`config.mk`:
```
export PLATFORM = sky130hd
export DESIGN_NAME = regfile_dump_reader
export DESIGN_NICKNAME = d
export VERILOG_FILES = /design/src/rtl/regfile_dump_reader.sv
export SDC_FILE = /design/constraint.sdc
export NUM_CORES = 1
export LEC_CHECK = 0
export ABC_AREA = 0
export ABC_CLOCK_PERIOD_IN_PS = 2090
export BUFFER_PORTS_ARGS = -buffer_cell sky130_fd_sc_hd__buf_2
export CORE_UTILIZATION = 48
export CTS_CLUSTER_DIAMETER = 150
export DETAILED_ROUTE_END_ITERATION = 16
export PLACE_DENSITY_LB_ADDON = 0.12
export RECOVER_POWER = 50
export SYNTH_ARGS = -nofsm -noshare
export SYNTH_HDL_FRONTEND = slang
export SYNTH_SLANG_ARGS = --single-unit
```
`constraint.sdc`:
```
create_clock -name clk_i -period 2.09 [get_ports clk_i]
set_input_delay 0.3135 -clock clk_i [delete_from_list [all_inputs] [get_ports clk_i]]
set_output_delay 0.3135 -clock clk_i [all_outputs]
set_load 0.05 [all_outputs]
```
`src/rtl/regfile_dump_reader.sv`:
```
// Walks register-file addresses FIRST_REG..LAST_REG on one read port and streams
// the captured {address, data} pairs over a valid/ready handshake for the trace path.
module regfile_dump_reader #(
  parameter int ADDR_W    = 5,
  parameter int DATA_W    = 32,
  parameter int FIRST_REG = 0,
  parameter int LAST_REG  = 31
) (
  input  logic              clk_i,
  input  logic              rst_ni,
  input  logic              start_i,
  input  logic              abort_i,
  output logic [ADDR_W-1:0] rn_o,
  input  logic [DATA_W-1:0] rd_i,
  output logic              out_valid_o,
  input  logic              out_ready_i,
  output logic [ADDR_W-1:0] out_addr_o,
  output logic [DATA_W-1:0] out_data_o,
  output logic              busy_o,
  output logic              done_o
);

  typedef enum logic [1:0] {
    S_IDLE,
    S_READ,
    S_HOLD,
    S_DONE
  } state_e;

  localparam logic [ADDR_W-1:0] FIRST_A = ADDR_W'(FIRST_REG);
  localparam logic [ADDR_W-1:0] LAST_A  = ADDR_W'(LAST_REG);

  state_e              state_q;
  logic [ADDR_W-1:0]   rn_q;
  logic [ADDR_W-1:0]   out_addr_q;
  logic [DATA_W-1:0]   out_data_q;
  logic                valid_q;
  logic                busy_q;
  logic                done_q;

  logic                handshake;
  logic                last_beat;
  logic [ADDR_W-1:0]   rn_inc_d;

  assign handshake = valid_q & out_ready_i;
  assign last_beat = (rn_q == LAST_A);
  assign rn_inc_d  = rn_q + 1'b1;

  // Abort outranks every state transition, including a Start seen in IDLE.
  always_ff @(posedge clk_i or negedge rst_ni) begin
    if (!rst_ni) begin
      state_q    <= S_IDLE;
      rn_q       <= '0;
      out_addr_q <= '0;
      out_data_q <= '0;
      valid_q    <= 1'b0;
      busy_q     <= 1'b0;
      done_q     <= 1'b0;
    end else if (abort_i) begin
      state_q <= S_IDLE;
      rn_q    <= '0;
      valid_q <= 1'b0;
      busy_q  <= 1'b0;
      done_q  <= 1'b0;
    end else begin
      case (state_q)
        S_IDLE: begin
          rn_q   <= '0;
          done_q <= 1'b0;
          if (start_i) begin
            rn_q    <= FIRST_A;
            busy_q  <= 1'b1;
            state_q <= S_READ;
          end
        end
        // Read data is captured here so later register writes cannot disturb the beat.
        S_READ: begin
          out_data_q <= rd_i;
          out_addr_q <= rn_q;
          valid_q    <= 1'b1;
          state_q    <= S_HOLD;
        end
        S_HOLD: begin
          if (handshake) begin
            valid_q <= 1'b0;
            if (last_beat) begin
              busy_q  <= 1'b0;
              done_q  <= 1'b1;
              state_q <= S_DONE;
            end else begin
              rn_q    <= rn_inc_d;
              state_q <= S_READ;
            end
          end
        end
        S_DONE: begin
          done_q  <= 1'b0;
          rn_q    <= '0;
          state_q <= S_IDLE;
        end
        default: begin
          state_q <= S_IDLE;
        end
      endcase
    end
  end

  assign rn_o        = rn_q;
  assign out_valid_o = valid_q;
  assign out_addr_o  = out_addr_q;
  assign out_data_o  = out_data_q;
  assign busy_o      = busy_q;
  assign done_o      = done_q;

endmodule

```
==> impl_results.md, run 1 <==
* Outcome: completed
* Nets at 270
* Post-synth cell types at 31
* Mapped Area at 0.00204 mm2
* Cell Rows at 23
* Area growth syn-to-layout at 25.7%
* DP Worst Slack at 0.233 ns
* Vias at 1,432
* Post-route insts no fill at 279
* Final Hold Viols at 0
* WP data required at 2.26 ns
* RD Place Congestion at 0.798
* CP Launch Type: register
* Setup tns final at 0 ns
* Crit path capture: rn_o[3]$_DFFE_PN0P_
* Worst-Margin Slew at 1.21 ns
* Critical path start-end classification: register to register
* Top-area cell type share of the netlist area at 57.6%
* Critical Path Source: rn_o[0]$_DFFE_PN0P_
* Routed WL at 3.96 mm
* FMAX at 525 MHz
* Clock skew at 0.00383 ns
* Ys flop type: dfrtp_1
* Full die area at 0.00452 mm2
* Syn nets at 184
* Share of layout cells above drive strength 1 at 50.7%
* Leak at 1.22 nW
* CTS Root Cell: clkbuf_8
* Htree depth at 2
* Slew Limit Fails at 0
* Worst-path clk slew at 0.08 ns
* Commonest cells post-synth: 47 x dfrtp_1, 37 x mux2_2, 7 x inv_1
* Mapped Cells at 142
* EDFF count, synth at 0
* N_diodes at 0
* Fin util at 63.7%
* Crit path depth at 6
* Post-CTS Setup Bufs at 0
* Final setup fails at 0
* Worst path top cell family by delay: simple AND/OR/NAND/NOR gates
* Die width at 67.2 um
* Ys Warns at 0
* DP HPWL at 3.00 mm
* Peak supply drop at 0.706 mV
* Critical path fanouts, max at 6
* Sequential cell area fraction in the yosys report at 57.6%
* Final Cycle Share at 91.2%
* Post-DRT Antenna Nets at 0
* Max-cap violations at 0
* Via count of the first global-routing pass at 1,363
* Worst R2R Path Depth at 6
* Min Tclk post-route at 1.91 ns
* Vias per Instance at 5.13
* Top post-synthesis cells by area: dfrtp_1 58%, mux2_2 20%, buf_6 3.3%, ha_1 3.1%, inv_1 1.3%
* CP Capture Type: register
* Hold crit path type: input port to register
* RSZ-0062 raised after global routing: false
* Core area at 0.00403 mm2
* GRT overflow at 0
* CP cell instances: ha_1 -> and3_1 -> ha_1 -> and4b_1 -> or2_4 -> o211ai_2
* R2R setup slack at 0.18 ns
* Hold Path Origin: rd_i[15]
* Worst stage delay on the critical path at 0.46 ns
* Async SR Flop Fraction at 100%
* Crit Reg-Reg Startpoint: rn_o[0]$_DFFE_PN0P_
* TritonCTS clock tree: done
* Cell mode on critical path: ha_1
* Most numerous cell in the Yosys netlist: dfrtp_1
* #FFs+latches synth at 47
* Capturing point of the worst reg2reg path: rn_o[3]$_DFFE_PN0P_
* 1st-iter DRT viols at 45
* Worst path arrival time at 2.07 ns
* Clock latency on the worst-skew pair at 0.29 ns
* Wire length per cell at 14.2 um
* Die height at 67.2 um
* Drc violations at 0
* Initial Util at 50.7%
* Worst relative slew slack at 19.1%
* Placed Cells incl. Taps at 270
* PD cells at 1710 mW/mm2
* Post-CTS resize count at 0
* I/O Buffers at 81
* Antenna violations before repair at 0
* Avg Synthesized Cell Area at 14.4 um2
* Total CTS buffers at 5
* Largest net degree at the start of global routing at 38
* Worst path bufs/invs at 0
* GRT Total Usage at 19.1%
* Post-CTS Hold Buffers at 1
* Drt pass-1 iters at 4
* Worst path slowest cell: dfrtp_2
* First-pass GRT wire length at 6.37 mm
* Post-synth top area cell: dfrtp_1
* Clock buffer depth at 2
* Final worst setup slack at 0.184 ns
* I/O pins at 82
* Sink Count at 47
worst min-delay path by stage:
stage,cells past startpoint,endpoint,slack (ns)
finish,2,out_data_o[15]$_DFFE_PN0P_,0.25
global placement,1,out_data_o[26]$_DFFE_PN0P_,0.31
CTS,2,out_data_o[17]$_DFFE_PN0P_,0.24
detailed placement,1,out_data_o[26]$_DFFE_PN0P_,0.31
global route,2,out_data_o[6]$_DFFE_PN0P_,0.24
floorplan,0,busy_o$_DFFE_PN0P_,0.02
worst register-to-register path: cells and delay by family, from the launching register on:
family          cells  cell delay, ns
simple gates        3            0.78
fa+ha+maj           2            0.47
flops               1            0.46
compound gates      1            0.08
state kept, by name, summed over array words and instances (netlist names):
signal       count
out_data_o      32
state_q          2
out_addr_o       5
busy_o           1
rn_o             5
done_o           1
out_valid_o      1
power breakdown:
part	total [mW]	internal [mW]	switching (mW)
Combinational	2.36	0.669	1.69
Sequential	1.44	1.26	0.183
Clock	0.585	0.301	0.285
routing by layer:
metal | routed length, um | GRT usage [%] | vias to the layer above
li1 | - | - | 672
met1 | 1700 | 23.9 | 693
met2 | 1910 | 31.8 | 63
met3 | 315 | 6.08 | 4
met4 | 30 | 5.05 | 0
met5 | 0 | 0 | -
kinds of logic after synthesis:
logic type               Yosys count  share of synthesized area [%]
multiplexers                      38                           21.5
buffers and inverters             13                           4.60
AO/OA/AOI/OAI                     17                           6.62
AND/OR/NAND/NOR                   22                           6.56
adder cells (fa/ha/maj)            5                           3.07
flip-flops                        47                           57.6
metrics by stage:
| step | hold WS [ns] | cell area, um2 | power [mW] |
|---|---|---|---|
| finish | 0.250 | 2560 | 4.38 |
| global route | 0.240 | 2560 | 4.63 |
| CTS | 0.243 | 2600 | 4.48 |
| detailed placement | 0.309 | 2480 | 3.89 |
| global placement | 0.306 | 2480 | 3.82 |
| floorplan | 0.0179 | 2040 | 3.36 |
layout make-up:
class	instances	area (um2)
Tap cell	50	62.6
Clock inverter	1	7.51
Clock buffer	7	96.3
Multi-Input combinational cell	82	778
Sequential cell	47	1180
Timing Repair Buffer	85	417
Fill cell	347	1460
Inverter	7	26.3
placed cells by master (no fill, tap or decap), types with 2 or more instances in the layout:
master	netlist	routed
a21oi_1	2	2
nand2_1	3	3
buf_2	0	58
ha_1	5	5
nand4_1	2	2
clkbuf_1	0	23
nand3_1	2	2
o21ai_0	2	2
and2b_2	2	2
dfrtp_1	47	46
clkbuf_2	0	2
o21ai_2	2	2
mux2_2	37	37
nor2_1	2	2
clkbuf_8	0	7
nor2b_1	4	3
and3_1	2	2
inv_1	7	7
o2bb2ai_1	2	2
Power figures use the tool's default switching activity.
==> run 2: changes to the inputs <==
--- a/config.mk
+++ b/config.mk
@@ -8,11 +8,12 @@
 export ABC_AREA = 0
 export ABC_CLOCK_PERIOD_IN_PS = 2090
 export BUFFER_PORTS_ARGS = -buffer_cell sky130_fd_sc_hd__buf_2
+export CORE_MARGIN = 1.5
 export CORE_UTILIZATION = 48
 export CTS_CLUSTER_DIAMETER = 150
 export DETAILED_ROUTE_END_ITERATION = 16
 export PLACE_DENSITY_LB_ADDON = 0.12
-export RECOVER_POWER = 50
+export RECOVER_POWER = 25
 export SYNTH_ARGS = -nofsm -noshare
 export SYNTH_HDL_FRONTEND = slang
 export SYNTH_SLANG_ARGS = --single-unit
==> impl_results.md, run 2 (synthesis results as in run 1) <==
* Core area at 0.00406 mm2 (+0.71%)
* Max FFs per register at 32 (unchanged)
* Hold crit path type: input port to register
* Clock skew at 0.00515 ns (+0.00132 ns)
* Initial Util at 50.3% (-0.36 points)
* I/O Buffers at 81 (unchanged)
* Post-DRT Antenna Nets at 0 (unchanged)
* Largest net degree at the start of global routing at 48 (+26%)
* Internal Power at 2.26 mW (+1.2%)
* TritonCTS clock tree: done
* Seq pwr share at 32.5% (-0.4 points)
* Antenna violations before repair at 0 (unchanged)
* Total CTS buffers at 5 (unchanged)
* Post-CTS resize count at 0 (unchanged)
* WP data required at 2.31 ns (+0.05 ns)
* GRT Total Usage at 17.2% (-1.9 points)
* Clock buffer depth at 2 (unchanged)
* I/O pins at 82 (unchanged)
* Clock latency on the worst-skew pair at 0.29 ns (about the same)
* Switch share at 48.6% (-0.52 points)
* Hold Path Origin: rd_i[6]
* R2R setup slack at 0.19 ns (about the same)
* Wire length per cell at 14.1 um (-0.42%)
* Hold Crit Endpoint: out_data_o[6]$_DFFE_PN0P_
* RSZ-0062 raised after global routing: false
* RD Place Congestion at 0.898 (+13%)
* Drt pass-1 iters at 4 (unchanged)
* Min Tclk post-route at 1.90 ns (-0.00887 ns)
* Die width at 68.2 um (+1.5%)
* Full die area at 0.00465 mm2 (+3.0%)
* Vias at 1,419 (-0.91%)
* Worst relative slew slack at 24.4% (+5.3 points)
* Worst-Margin Slew at 1.13 ns (-0.0795 ns)
* Post-CTS Setup Bufs at 0 (unchanged)
* Final setup fails at 0 (unchanged)
* Worst-path clk slew at 0.08 ns (about the same)
* Setup tns final at 0 ns (unchanged)
* Slew Limit Fails at 0 (unchanged)
* PD cells at 1710 mW/mm2 (about the same)
* Hold Path Depth at 2 (unchanged)
* Worst path bufs/invs at 0 (unchanged)
* Sink Count at 47 (unchanged)
* GRT overflow at 0 (unchanged)
* CP Launch Type: register
* Worst stage delay on the critical path at 0.46 ns (about the same)
* Worst path top cell family by delay: simple AND/OR/NAND/NOR gates
* N_diodes at 0 (unchanged)
* Routed WL at 3.91 mm (-1.1%)
* Leak at 1.28 nW (+4.7%)
* Sw Pwr at 2.13 mW (-0.92%)
* Outcome: completed
* First-pass GRT wire length at 5.90 mm (-7.4%)
* CTS Root Cell: clkbuf_8
* Power Total at 4.39 mW (+0.13%)
* CP cell instances: ha_1 -> and3_1 -> ha_1 -> and4b_1 -> nand3_1 -> o2bb2ai_1
* Clock power share at 12.4% (-1.0 points)
* Worst R2R Path Depth at 6 (unchanged)
* Crit Reg-Reg Startpoint: rn_o[0]$_DFFE_PN0P_
* FMAX at 527 MHz (+0.47%)
* Nets at 268 (-0.74%)
* Die height at 68.2 um (+1.5%)
* Final Hold Viols at 0 (unchanged)
* Cell mode on critical path: ha_1
* Post-CTS Hold Buffers at 0 (-1)
* Vias per Instance at 5.12 (-0.19%)
* Via count of the first global-routing pass at 1,338 (-1.8%)
* Area growth syn-to-layout at 25.8% (about the same)
* 1st-iter DRT viols at 53 (+18%)
* Commonest cells after routing, fill and taps aside: 81 x buf_2, 46 x dfrtp_1, 37 x mux2_2
* Cell Rows at 23 (unchanged)
* Htree depth at 2 (unchanged)
* Commonest non-fill, non-tap cell in the layout: buf_2
* Share of layout cells above drive strength 1 at 60.4% (+9.7 points)
* Worst path arrival time at 2.12 ns (+0.05 ns)
* CP Capture Type: register
* Critical path start-end classification: register to register
* Capturing point of the worst reg2reg path: rn_o[2]$_DFFE_PN0P_
* Critical path fanouts, max at 6 (unchanged)
* DP HPWL at 2.91 mm (-3.2%)
* Fin util at 63.2% (-0.42 points)
* Max-cap violations at 0 (unchanged)
* Gate power share at 55.0% (+1.3 points)
* Drc violations at 0 (unchanged)
* Worst path slowest cell: dfrtp_2
* Peak supply drop at 0.823 mV (+16%)
* Final Cycle Share at 90.8% (-0.42 points)
[run 2: through the flow]
step | hold WS, ns | std cells | setup slack [ns] | instance area, um2
2_1_floorplan | 0.0179 | 142 | 0.0471 | 2040
3_3_place_gp | 0.430 | 269 | 0.275 | 2480
3_5_place_dp | 0.440 | 269 | 0.210 | 2480
4_1_cts | 0.118 | 277 | 0.181 | 2570
5_1_grt | 0.236 | 277 | 0.0916 | 2570
6_report | 0.249 | 277 | 0.192 | 2570
[run 2: worst max-delay path by stage]
stage | from | end | slack [ns] | depth (start not counted)
final | rn_o[0]$_DFFE_PN0P_ | rn_o[2]$_DFFE_PN0P_ | 0.19 | 6
after global routing | rn_o[0]$_DFFE_PN0P_ | rn_o[0]$_DFFE_PN0P_ | 0.09 | 6
after CTS | rn_o[0]$_DFFE_PN0P_ | rn_o[2]$_DFFE_PN0P_ | 0.18 | 6
after detailed placement | rn_o[0]$_DFFE_PN0P_ | rn_o[2]$_DFFE_PN0P_ | 0.21 | 6
after global placement | rn_o[0]$_DFFE_PN0P_ | rn_o[3]$_DFFE_PN0P_ | 0.28 | 6
after floorplan | rn_o[1]$_DFFE_PN0P_ | rn_o[3]$_DFFE_PN0P_ | 0.05 | 7
[run 2: worst reg2reg max path, stage by stage (launching register included)]
cell and delay [ns]:
dfrtp_2 0.46, ha_1 0.25, and3_1 0.20, ha_1 0.22
and4b_1 0.37, nand3_1 0.17, o2bb2ai_1 0.16
[run 2: power groups by stage]
stage,clock (mW),combinational [mW],sequential [mW]
floorplan,0,0.731,2.63
CTS,0.569,2.43,1.43
detailed placement,0,2.43,1.45
global placement,0,2.38,1.43
global route,0.605,2.54,1.48
finish,0.545,2.42,1.43
[run 2: area by class of cell]
| class | instances | area [um2] |
|---|---|---|
| repair buffers | 83 | 430 |
| clock buffers | 7 | 86.3 |
| clock inverters | 1 | 5.00 |
| inverters | 7 | 26.3 |
| flip-flops and latches | 47 | 1180 |
| well taps | 50 | 62.6 |
| multi-input cells | 82 | 778 |
| fillers | 333 | 1490 |
[run 2: metal layers]
| metal | vias to the layer above | track usage, % | part of all wire (%) |
|---|---|---|---|
| met3 | 7 | 4.11 | 7.2 |
| li1 | 672 | - | - |
| met4 | 0 | 8.25 | 1.5 |
| met2 | 56 | 27.3 | 48 |
| met1 | 684 | 22.0 | 44 |
| met5 | - | 0 | 0 |
==> run 3: changes to the inputs <==
--- a/config.mk
+++ b/config.mk
@@ -9,7 +9,7 @@
 export ABC_CLOCK_PERIOD_IN_PS = 2090
 export BUFFER_PORTS_ARGS = -buffer_cell sky130_fd_sc_hd__buf_2
 export CORE_MARGIN = 1.5
-export CORE_UTILIZATION = 48
+export CORE_UTILIZATION = 35
 export CTS_CLUSTER_DIAMETER = 150
 export DETAILED_ROUTE_END_ITERATION = 16
 export PLACE_DENSITY_LB_ADDON = 0.12
==> constraint.sdc (replaced) <==
create_clock -name clk_i -period 2.09 [get_ports clk_i]
set_input_delay 0.3135 -clock clk_i [delete_from_list [all_inputs] [get_ports clk_i]]
set_output_delay 0.3135 -clock clk_i [all_outputs]
set_load 0.02 [all_outputs]
==> impl_results.md, run 3 (synthesis results as in run 1) <==
* Share of layout cells above drive strength 1 at 52.4% (-8.0 points)
* Capturing point of the worst reg2reg path: rn_o[3]$_DFFE_PN0P_
* Worst path arrival time at 2.08 ns (-0.04 ns)
* Final Hold Slack at 0.250 ns (+0.00106 ns)
* R2R setup slack at 0.18 ns (-0.02 ns)
* Sink Count at 47 (unchanged)
* Worst R2R Path Depth at 6 (unchanged)
* Die height at 79.4 um (+16%)
* Post-DRT Antenna Nets at 0 (unchanged)
* Worst relative slew slack at 28.0% (+3.6 points)
* I/O Buffers at 81 (unchanged)
* Setup tns final at 0 ns (unchanged)
* Initial Util at 36.6% (-14 points)
* TritonCTS clock tree: done
* Antenna violations before repair at 0 (unchanged)
* Cell Rows at 27 (+17%)
* RD Place Congestion at 0.804 (-11%)
* Drc violations at 0 (unchanged)
* Max-cap violations at 0 (unchanged)
* Met3 WL post-DR at 285 um (+1.1%)
* WP data required at 2.26 ns (-0.05 ns)
* Clock buffer depth at 2 (unchanged)
* Hold Crit Endpoint: out_data_o[13]$_DFFE_PN0P_
* Largest net degree at the start of global routing at 38 (-21%)
* Peak supply drop at 0.449 mV (-45%)
* N_diodes at 0 (unchanged)
* Worst-path clk slew at 0.08 ns (about the same)
* Crit Reg-Reg Startpoint: rn_o[0]$_DFFE_PN0P_
* Final Cycle Share at 91.6% (+0.76 points)
* Hold Path Origin: rd_i[13]
* DP Worst Slack at 0.187 ns (-0.0231 ns)
* Htree depth at 2 (unchanged)
* Clock latency on the worst-skew pair at 0.29 ns (about the same)
* Vias per Instance at 4.66 (-8.9%)
* PD cells at 1370 mW/mm2 (-20%)
* Area growth syn-to-layout at 26.5%
* Hold Path Depth at 2 (unchanged)
* Final worst setup slack at 0.177 ns (-0.0159 ns)
* Commonest non-fill, non-tap cell in the layout: buf_2
* Critical path fanouts, max at 6 (unchanged)
* DP HPWL at 2.88 mm (-0.81%)
* Hold crit path type: input port to register
* I/O pins at 82 (unchanged)
* Critical path start-end classification: register to register
* Top Layer Used: met4
* Routed WL at 3.90 mm (-0.38%)
* Nets at 270 (+0.75%)
* Leak at 1.23 nW (-3.5%)
* Max FFs per register at 32 (unchanged)
* RSZ-0062 raised after global routing: false
* Design area at 0.00258 mm2 (+0.63%)
* Via count of the first global-routing pass at 1,393 (+4.1%)
* Commonest cells after routing, fill and taps aside: 65 x buf_2, 47 x dfrtp_1, 37 x mux2_2
* Power Total at 3.54 mW (-19%)
* Total CTS buffers at 5 (unchanged)
* Post-CTS Setup Bufs at 0 (unchanged)
* GRT overflow at 0 (unchanged)
* Clock skew at 0.00268 ns (-0.00247 ns)
* Drt pass-1 iters at 4 (unchanged)
* DP Area at 0.00251 mm2 (+1.4%)
* Outcome: completed
* Final Hold Viols at 0 (unchanged)
* Slew Limit Fails at 0 (unchanged)
* Core area at 0.00557 mm2 (+37%)
* CP Launch Type: register
* Die width at 79.4 um (+16%)
* Full die area at 0.00630 mm2 (+35%)
* Vias at 1,404 (-1.1%)
* CP Capture Type: register
* WL met1 at 1.80 mm (+5.7%)
* 1st-iter DRT viols at 29 (-45%)
* Final setup fails at 0 (unchanged)
* CTS Root Cell: clkbuf_8
* First-pass GRT wire length at 6.28 mm (+6.4%)
* GRT Total Usage at 12.8% (-4.4 points)
* FMAX at 523 MHz (-0.83%)
* Metal2 WL at 1.76 mm (-5.8%)
* Worst-Margin Slew at 1.08 ns (-0.0543 ns)
* Wire length per cell at 12.9 um (-8.3%)
* Min Tclk post-route at 1.91 ns (+0.0159 ns)
## run 3: final cells by class
cell class	instances	area, um2
clock buffers	7	76.3
clock inverters	1	5.00
flip-flops and latches	47	1180
repair buffers	85	430
fillers	532	2990
multi-input cells	82	778
well taps	72	90.1
inverters	7	26.3
## run 3: critical path, stage by stage, from the launching register on
cell and delay, ns:
dfrtp_1 0.46, ha_1 0.26, and3_1 0.19, ha_1 0.21
and4b_1 0.38, or2_4 0.21, o211ai_2 0.08
## run 3: per-stage QoR
step           instances  util, %
2_1_floorplan        142        -
3_3_place_gp         292     45.1
3_5_place_dp         292     45.1
4_1_cts              301     46.7
5_1_grt              301     46.3
6_report             301     46.3
## run 3: what timing repair did
item	CTS	global route
hold buffers	1	0
gates resized for setup	0	0
endpoints found under the hold margin	19	0
## run 3: per-layer routing
metal	vias up	GRT usage, %
li1	677	-
met1	674	15.4
met2	48	21.8
met3	5	4.14
met4	0	3.68
met5	-	0
## run 3: power breakdown
group | leakage, nW | switching [mW] | total (mW) | internal, mW
clock | 0.0422 | 0.279 | 0.514 | 0.235
combinational | 0.606 | 0.896 | 1.59 | 0.697
sequential | 0.585 | 0.171 | 1.43 | 1.26
## run 3: how the worst max path moves through the flow
stage,from,end,slack [ns],cells past startpoint
final,rn_o[0]$_DFFE_PN0P_,rn_o[3]$_DFFE_PN0P_,0.18,6
after global routing,rn_o[0]$_DFFE_PN0P_,rn_o[2]$_DFFE_PN0P_,0.08,6
after CTS,rn_o[0]$_DFFE_PN0P_,rn_o[3]$_DFFE_PN0P_,0.15,6
after detailed placement,rn_o[0]$_DFFE_PN0P_,rn_o[3]$_DFFE_PN0P_,0.19,6
after global placement,rn_o[0]$_DFFE_PN0P_,rn_o[3]$_DFFE_PN0P_,0.23,6
after floorplan,rn_o[0]$_DFFE_PN0P_,rn_o[3]$_DFFE_PN0P_,0.21,7
